## config.mk

```make
export PLATFORM = sky130hd
export DESIGN_NAME = alarm_sequencer
export DESIGN_NICKNAME = d
export VERILOG_FILES = /design/src/rtl/alarm_sequencer.sv
export SDC_FILE = /design/constraint.sdc
export NUM_CORES = 1
export LEC_CHECK = 0
export BUFFER_PORTS_ARGS = -buffer_cell sky130_fd_sc_hd__clkbuf_2
export CAP_MARGIN = 20
export CORE_ASPECT_RATIO = 1.4
export CORE_MARGIN = 2
export CORE_UTILIZATION = 50
export CTS_CLUSTER_SIZE = 8
export DETAILED_ROUTE_END_ITERATION = 7
export PLACE_DENSITY = 0.8
export SYNTH_ARGS = -nofsm -noshare
export SYNTH_HDL_FRONTEND = slang
export SYNTH_SLANG_ARGS = --single-unit
```

## constraint.sdc

```tcl
create_clock -name clk -period 3 [get_ports clk]
set_input_delay 0.15 -clock clk [delete_from_list [all_inputs] [get_ports clk]]
set_output_delay 0.15 -clock clk [all_outputs]
set_load 0.02 [all_outputs]
```

## src/rtl/alarm_sequencer.sv

```systemverilog
// Alarm sequencer: arms on the alarm switch and rings when the time reaches the setpoint.
// Supports a limited number of snoozes per alarm event, plus a ring timeout and a stop button.
module alarm_sequencer #(
    parameter int unsigned RING_TIMEOUT_S = 60,
    parameter int unsigned SNOOZE_S       = 300,
    parameter int unsigned MAX_SNOOZES    = 3
) (
    input  logic       clk,
    input  logic       reset,
    input  logic       tick_1hz,
    input  logic [3:0] cur_sec_lo,
    input  logic [2:0] cur_sec_hi,
    input  logic [3:0] cur_min_lo,
    input  logic [2:0] cur_min_hi,
    input  logic [3:0] alm_sec_lo,
    input  logic [2:0] alm_sec_hi,
    input  logic [3:0] alm_min_lo,
    input  logic [2:0] alm_min_hi,
    input  logic       alarmsw,
    input  logic       snooze_btn,
    input  logic       stop_btn,
    output logic       play,
    output logic       ringing,
    output logic       snoozing,
    output logic [1:0] snooze_cnt,
    output logic [8:0] snooze_left
);

    localparam logic [1:0] IDLE    = 2'd0;
    localparam logic [1:0] ARMED   = 2'd1;
    localparam logic [1:0] RINGING = 2'd2;
    localparam logic [1:0] SNOOZE  = 2'd3;

    localparam logic [7:0] RING_LAST   = 8'(RING_TIMEOUT_S - 1);
    localparam logic [8:0] SNOOZE_LOAD = 9'(SNOOZE_S);
    localparam logic [1:0] CNT_MAX     = 2'(MAX_SNOOZES);

    function automatic logic time_match(
        input logic [3:0] c_sl, input logic [2:0] c_sh,
        input logic [3:0] c_ml, input logic [2:0] c_mh,
        input logic [3:0] a_sl, input logic [2:0] a_sh,
        input logic [3:0] a_ml, input logic [2:0] a_mh
    );
        return (c_sl == a_sl) && (c_sh == a_sh) && (c_ml == a_ml) && (c_mh == a_mh);
    endfunction

    logic [1:0] state_r;
    logic [1:0] next_state_s;
    logic [7:0] ring_tmr_r;
    logic [7:0] ring_tmr_s;
    logic [8:0] snz_tmr_r;
    logic [8:0] snz_tmr_s;
    logic [1:0] cnt_s;
    logic       match_s;
    logic       match_q_r;
    logic       snooze_q_r;
    logic       stop_q_r;
    logic       match_rise_s;
    logic       snooze_rise_s;
    logic       stop_rise_s;

    assign match_s       = time_match(cur_sec_lo, cur_sec_hi, cur_min_lo, cur_min_hi,
                                      alm_sec_lo, alm_sec_hi, alm_min_lo, alm_min_hi);
    assign match_rise_s  = match_s & ~match_q_r;
    assign snooze_rise_s = snooze_btn & ~snooze_q_r;
    assign stop_rise_s   = stop_btn & ~stop_q_r;

    // Next-state and timer logic; branch order encodes the event priority.
    always_comb begin
        next_state_s = state_r;
        ring_tmr_s   = ring_tmr_r;
        snz_tmr_s    = snz_tmr_r;
        cnt_s        = snooze_cnt;
        if (!alarmsw) begin
            next_state_s = IDLE;
            ring_tmr_s   = 8'd0;
            snz_tmr_s    = 9'd0;
            cnt_s        = 2'd0;
        end else begin
            case (state_r)
                IDLE: begin
                    next_state_s = ARMED;
                    ring_tmr_s   = 8'd0;
                    snz_tmr_s    = 9'd0;
                    cnt_s        = 2'd0;
                end
                ARMED: begin
                    ring_tmr_s = 8'd0;
                    snz_tmr_s  = 9'd0;
                    if (match_rise_s) begin
                        next_state_s = RINGING;
                    end else begin
                        next_state_s = ARMED;
                    end
                end
                RINGING: begin
                    if (stop_rise_s || (snooze_rise_s && (snooze_cnt >= CNT_MAX))) begin
                        next_state_s = ARMED;
                        cnt_s        = 2'd0;
                        ring_tmr_s   = 8'd0;
                    end else if (snooze_rise_s) begin
                        next_state_s = SNOOZE;
                        cnt_s        = snooze_cnt + 2'd1;
                        snz_tmr_s    = SNOOZE_LOAD;
                        ring_tmr_s   = 8'd0;
                    end else if (tick_1hz) begin
                        // Terminal count is checked before incrementing, so the timer never wraps.
                        if (ring_tmr_r >= RING_LAST) begin
                            next_state_s = ARMED;
                            cnt_s        = 2'd0;
                            ring_tmr_s   = 8'd0;
                        end else begin
                            ring_tmr_s = ring_tmr_r + 8'd1;
                        end
                    end else begin
                        ring_tmr_s = ring_tmr_r;
                    end
                end
                SNOOZE: begin
                    if (stop_rise_s) begin
                        next_state_s = ARMED;
                        cnt_s        = 2'd0;
                        snz_tmr_s    = 9'd0;
                    end else if (tick_1hz) begin
                        if (snz_tmr_r <= 9'd1) begin
                            next_state_s = RINGING;
                            ring_tmr_s   = 8'd0;
                            snz_tmr_s    = 9'd0;
                        end else begin
                            snz_tmr_s = snz_tmr_r - 9'd1;
                        end
                    end else begin
                        snz_tmr_s = snz_tmr_r;
                    end
                end
                default: begin
                    next_state_s = IDLE;
                    ring_tmr_s   = 8'd0;
                    snz_tmr_s    = 9'd0;
                    cnt_s        = 2'd0;
                end
            endcase
        end
    end

    // State, edge-detect history and registered outputs; outputs are loaded from next-state values.
    always_ff @(posedge clk or posedge reset) begin
        if (reset) begin
            state_r     <= IDLE;
            ring_tmr_r  <= 8'd0;
            snz_tmr_r   <= 9'd0;
            match_q_r   <= 1'b1;
            snooze_q_r  <= 1'b1;
            stop_q_r    <= 1'b1;
            play        <= 1'b0;
            ringing     <= 1'b0;
            snoozing    <= 1'b0;
            snooze_cnt  <= 2'd0;
            snooze_left <= 9'd0;
        end else begin
            state_r     <= next_state_s;
            ring_tmr_r  <= ring_tmr_s;
            snz_tmr_r   <= snz_tmr_s;
            match_q_r   <= match_s;
            snooze_q_r  <= snooze_btn;
            stop_q_r    <= stop_btn;
            play        <= (next_state_s == RINGING);
            ringing     <= (next_state_s == RINGING);
            snoozing    <= (next_state_s == SNOOZE);
            snooze_cnt  <= cnt_s;
            snooze_left <= (next_state_s == SNOOZE) ? snz_tmr_s : 9'd0;
        end
    end

endmodule

```

==> summary.md <==
| Metric | Value |
|---|---|
| Final min period | 2290 ps |
| CTS sink cnt | 35 |
| All-layer global routing usage | 21.0% |
| Drt first pass iters | 4 |
| Number of enable flip-flop cells after synthesis | 0 |
| Wire per inst | 14.2 µm |
| Vias per cell | 5.69 |
| Rows | 27 |
| Sw Ratio | 21.8% |
| Crit-path leading delay family | simple AND/OR/NAND/NOR gates |
| # IOs | 48 |
| CTS tree | yes |
| Drt initial violations | 26 |
| Slew @ Worst Pin | 632 ps |
| Syn_nets | 245 |
| Distinct cell type count after synthesis | 45 |
| Fin Setup TNS | 0 ps |
| GP Congestion | 0.872 |
| Post-CTS Setup Bufs | 0 |
| Mapped Area | 1980 µm² |
| Period Utilization, post-route | 76.4% |
| Antenna Diode Count | 0 |
| Slew HR | 57.8% |
| Full die area | 4490 µm² |
| Post-synthesis instance total | 207 |
| Worst slack at placement | 855 ps |
| CORE AREA | 3880 µm² |
| Async SR Flop Fraction | 100% |
| Fmax | 0.436 GHz |
| Dpl cells | 291 |
| Syn-to-layout area delta | 20.6% |
| Grt ovf | 0 |
| Post-route DRC | 0 |
| Status | finished clean |
| Root buf cell | clkbuf_8 |
| Die height | 78.5 µm |
| Setup Skew | 9.97 ps |
| Setup crit end kind | flop |
| Initial core utilization | 51.0% |
| CP max stage delay | 530 ps |
| DP Wirelength | 3270 µm |
| Final WS setup | 707 ps |
| LEAKAGE | 1.07 nW |
| Final WL | 4310 µm |
| Slowest cell on the critical path | dlygate4sd3_1 |
| Die width | 57.2 µm |
| Total of max-cap violations | 0 |
| Average size of a mapped cell | 9.58 µm² |
| Clock share of power | 43.3% |
| Clk slew on worst S/H paths | 80 ps |
| Final ANT Viol Nets | 0 |
| Fill cells | 331 |
| Peak supply drop | 435 µV |
| Vias in the first global route | 1779 |
| Antenna violations before repair | 0 |
| WHS Path Cells | 4 |
| Setup violators final | 0 |
| Final Hold Fails | 0 |
| # nets final | 297 |
| Largest net degree at the start of global routing | 30 |
| Via count of the routed design | 1724 |
| Buf/Inv on CP | 2 |
| Critical Path RT | 3210 ps |
| CTS max path bufs | 2 |
| WS Path Type | in2reg |
| Psw | 0.000220 W |
| R2R depth | 6 |
| Sequential Power Share | 47.2% |
| Worst-path maximum fanout | 8 |
| Final Max Slew Viols | 0 |
| Buffers on Ports | 47 |
| Hold-fix buffers at CTS | 2 |
| Combinational Power Share | 9.5% |
| Seq/Total Area, Yosys | 44.4% |
| Yosys warns | 0 |
| Int Power | 0.000792 W |
| Worst setup SP type | input port |
| Layout cell share with drive strength beyond 1 | 28.1% |
| Dominant synthesized flop cell | dfrtp_1 |
| Skew-Pair Late Insertion Delay | 290 ps |
| Number of gates resized after CTS | 0 |
| Unrepaired setup endpoints after global routing | false |
| Global-route wire length before repair | 7460 µm |
| Total stage count of the critical path | 7 |
| Crit-path cells | dlygate4sd3_1 > clkbuf_2 > nor2b_1 > nor3_1 > a22o_1 > or3b_1 > a211oi_2 |
| CP arrival | 2500 ps |
| Fin cells | 303 |
| Synthesis-stage register bit count | 35 |
| CTS Buf Count | 5 |
| P per Cell Area | 423 nW/µm² |
| Worst hold path class | in2reg |
| Htree depth | 2 |
## flip-flops by register name, summed over array words and instances (netlist names)
signal,count
stop_q_r,1
match_q_r,1
snz_tmr_r,9
snooze_left,9
snooze_cnt,2
state_r,2
snoozing,1
snooze_q_r,1
ring_tmr_r,8
ringing,1
## cell usage in the layout, fill, tap and decap left out, types with 5 or more instances in the layout
cell type / count
clkbuf_2: 47
o21ai_0: 9
xnor2_1: 16
dfrtp_1: 32
nand3_1: 9
nor3_1: 9
nand2_1: 19
a21oi_1: 10
clkbuf_8: 6
nor2_1: 10
o22ai_1: 5
inv_1: 16
## Yosys cell counts (2+ instances only)
master	number	share of area, %
a211oi_2	3	1.9
a21o_1	2	0.76
a21oi_1	10	2.5
a221oi_1	2	0.88
a22o_1	3	1.3
a311oi_1	2	0.88
a31oi_1	4	1.3
and2_1	3	0.95
buf_2	2	0.50
buf_6	3	1.7
clkbuf_1	2	0.38
dfrtp_1	32	40
dfstp_2	3	4.0
ha_1	4	2.5
inv_1	16	3.0
nand2_1	19	3.6
nand2b_1	4	1.3
nand3_1	9	2.3
nand3b_1	3	1.1
nand4_1	4	1.3
nor2_1	10	1.9
nor2b_1	4	1.3
nor3_1	9	2.3
nor3_2	3	1.5
nor4b_1	2	0.88
nor4b_2	2	1.5
o21ai_0	9	2.3
o22ai_1	5	1.6
o31ai_1	2	0.76
xnor2_1	16	7.1
## layout make-up
type / count / area (µm²) / share of cell area, %
clock buffer: 6 / 82.6 / 3.45
tap: 43 / 53.8 / 2.25
timing repair buffer: 53 / 295 / 12.3
multi-input combinational: 148 / 985 / 41.2
clock inverter: 2 / 35.0 / 1.47
inverter: 16 / 60.1 / 2.51
sequential: 35 / 880 / 36.8
## power by group through the flow
| stage | combinational [W] | sequential (W) | clock (W) |
|---|---|---|---|
| floorplan | 0.0000590 | 0.000485 | 0 |
| global placement | 0.0000890 | 0.000487 | 0 |
| detailed placement | 0.0000912 | 0.000487 | 0 |
| CTS | 0.0000935 | 0.000478 | 0.000445 |
| global route | 0.000107 | 0.000478 | 0.000469 |
| finish | 0.0000957 | 0.000478 | 0.000438 |
## per-layer routing
layer | global-route usage, % | vias to the layer above | share of wire, %
met1 | 22.5 | 826 | 38
met4 | 8.37 | 0 | 1.3
li1 | - | 839 | -
met3 | 3.95 | 6 | 4.5
met5 | 0 | - | 0
met2 | 39.4 | 53 | 56
## worst paths after layout
path,from,to,slack [ps]
max,stop_btn,snooze_left[0],710
min,cur_sec_hi[1],match_q_r,150
max reg2reg,ring_tmr_r[0],ring_tmr_r[0],830
min reg2reg,ring_tmr_r[7],ring_tmr_r[7],490
max in group asynchronous,reset,match_q_r,1750
min in group asynchronous,reset,snooze_left[4],460
## per-stage QoR
| stage | total power (W) | instance area [µm²] | util, % | hold WS [ps] |
|---|---|---|---|---|
| floorplan | 0.000544 | 1980 | - | 154 |
| global placement | 0.000576 | 2230 | 57.4 | 259 |
| detailed placement | 0.000578 | 2230 | 57.4 | 267 |
| CTS | 0.00102 | 2370 | 60.9 | 149 |
| global route | 0.00105 | 2390 | 61.5 | 159 |
| finish | 0.00101 | 2390 | 61.5 | 153 |
## logic make-up (layout without fill, tap and decap cells)
family | after synthesis | after routing | synth area share, %
compound gates | 48 | 48 | 17.0
flops | 35 | 35 | 44.4
simple gates | 80 | 80 | 23.1
buf+inv | 24 | 77 | 5.99
fa+ha+maj | 4 | 4 | 2.52
xor+xnor | 16 | 16 | 7.07
## tightest hold or removal path: stages
cell and delay [ps]:
clkbuf_2 80, xnor2_1 60, nand2_1 60, nor4_1 70
Power figures use the tool's default switching activity.
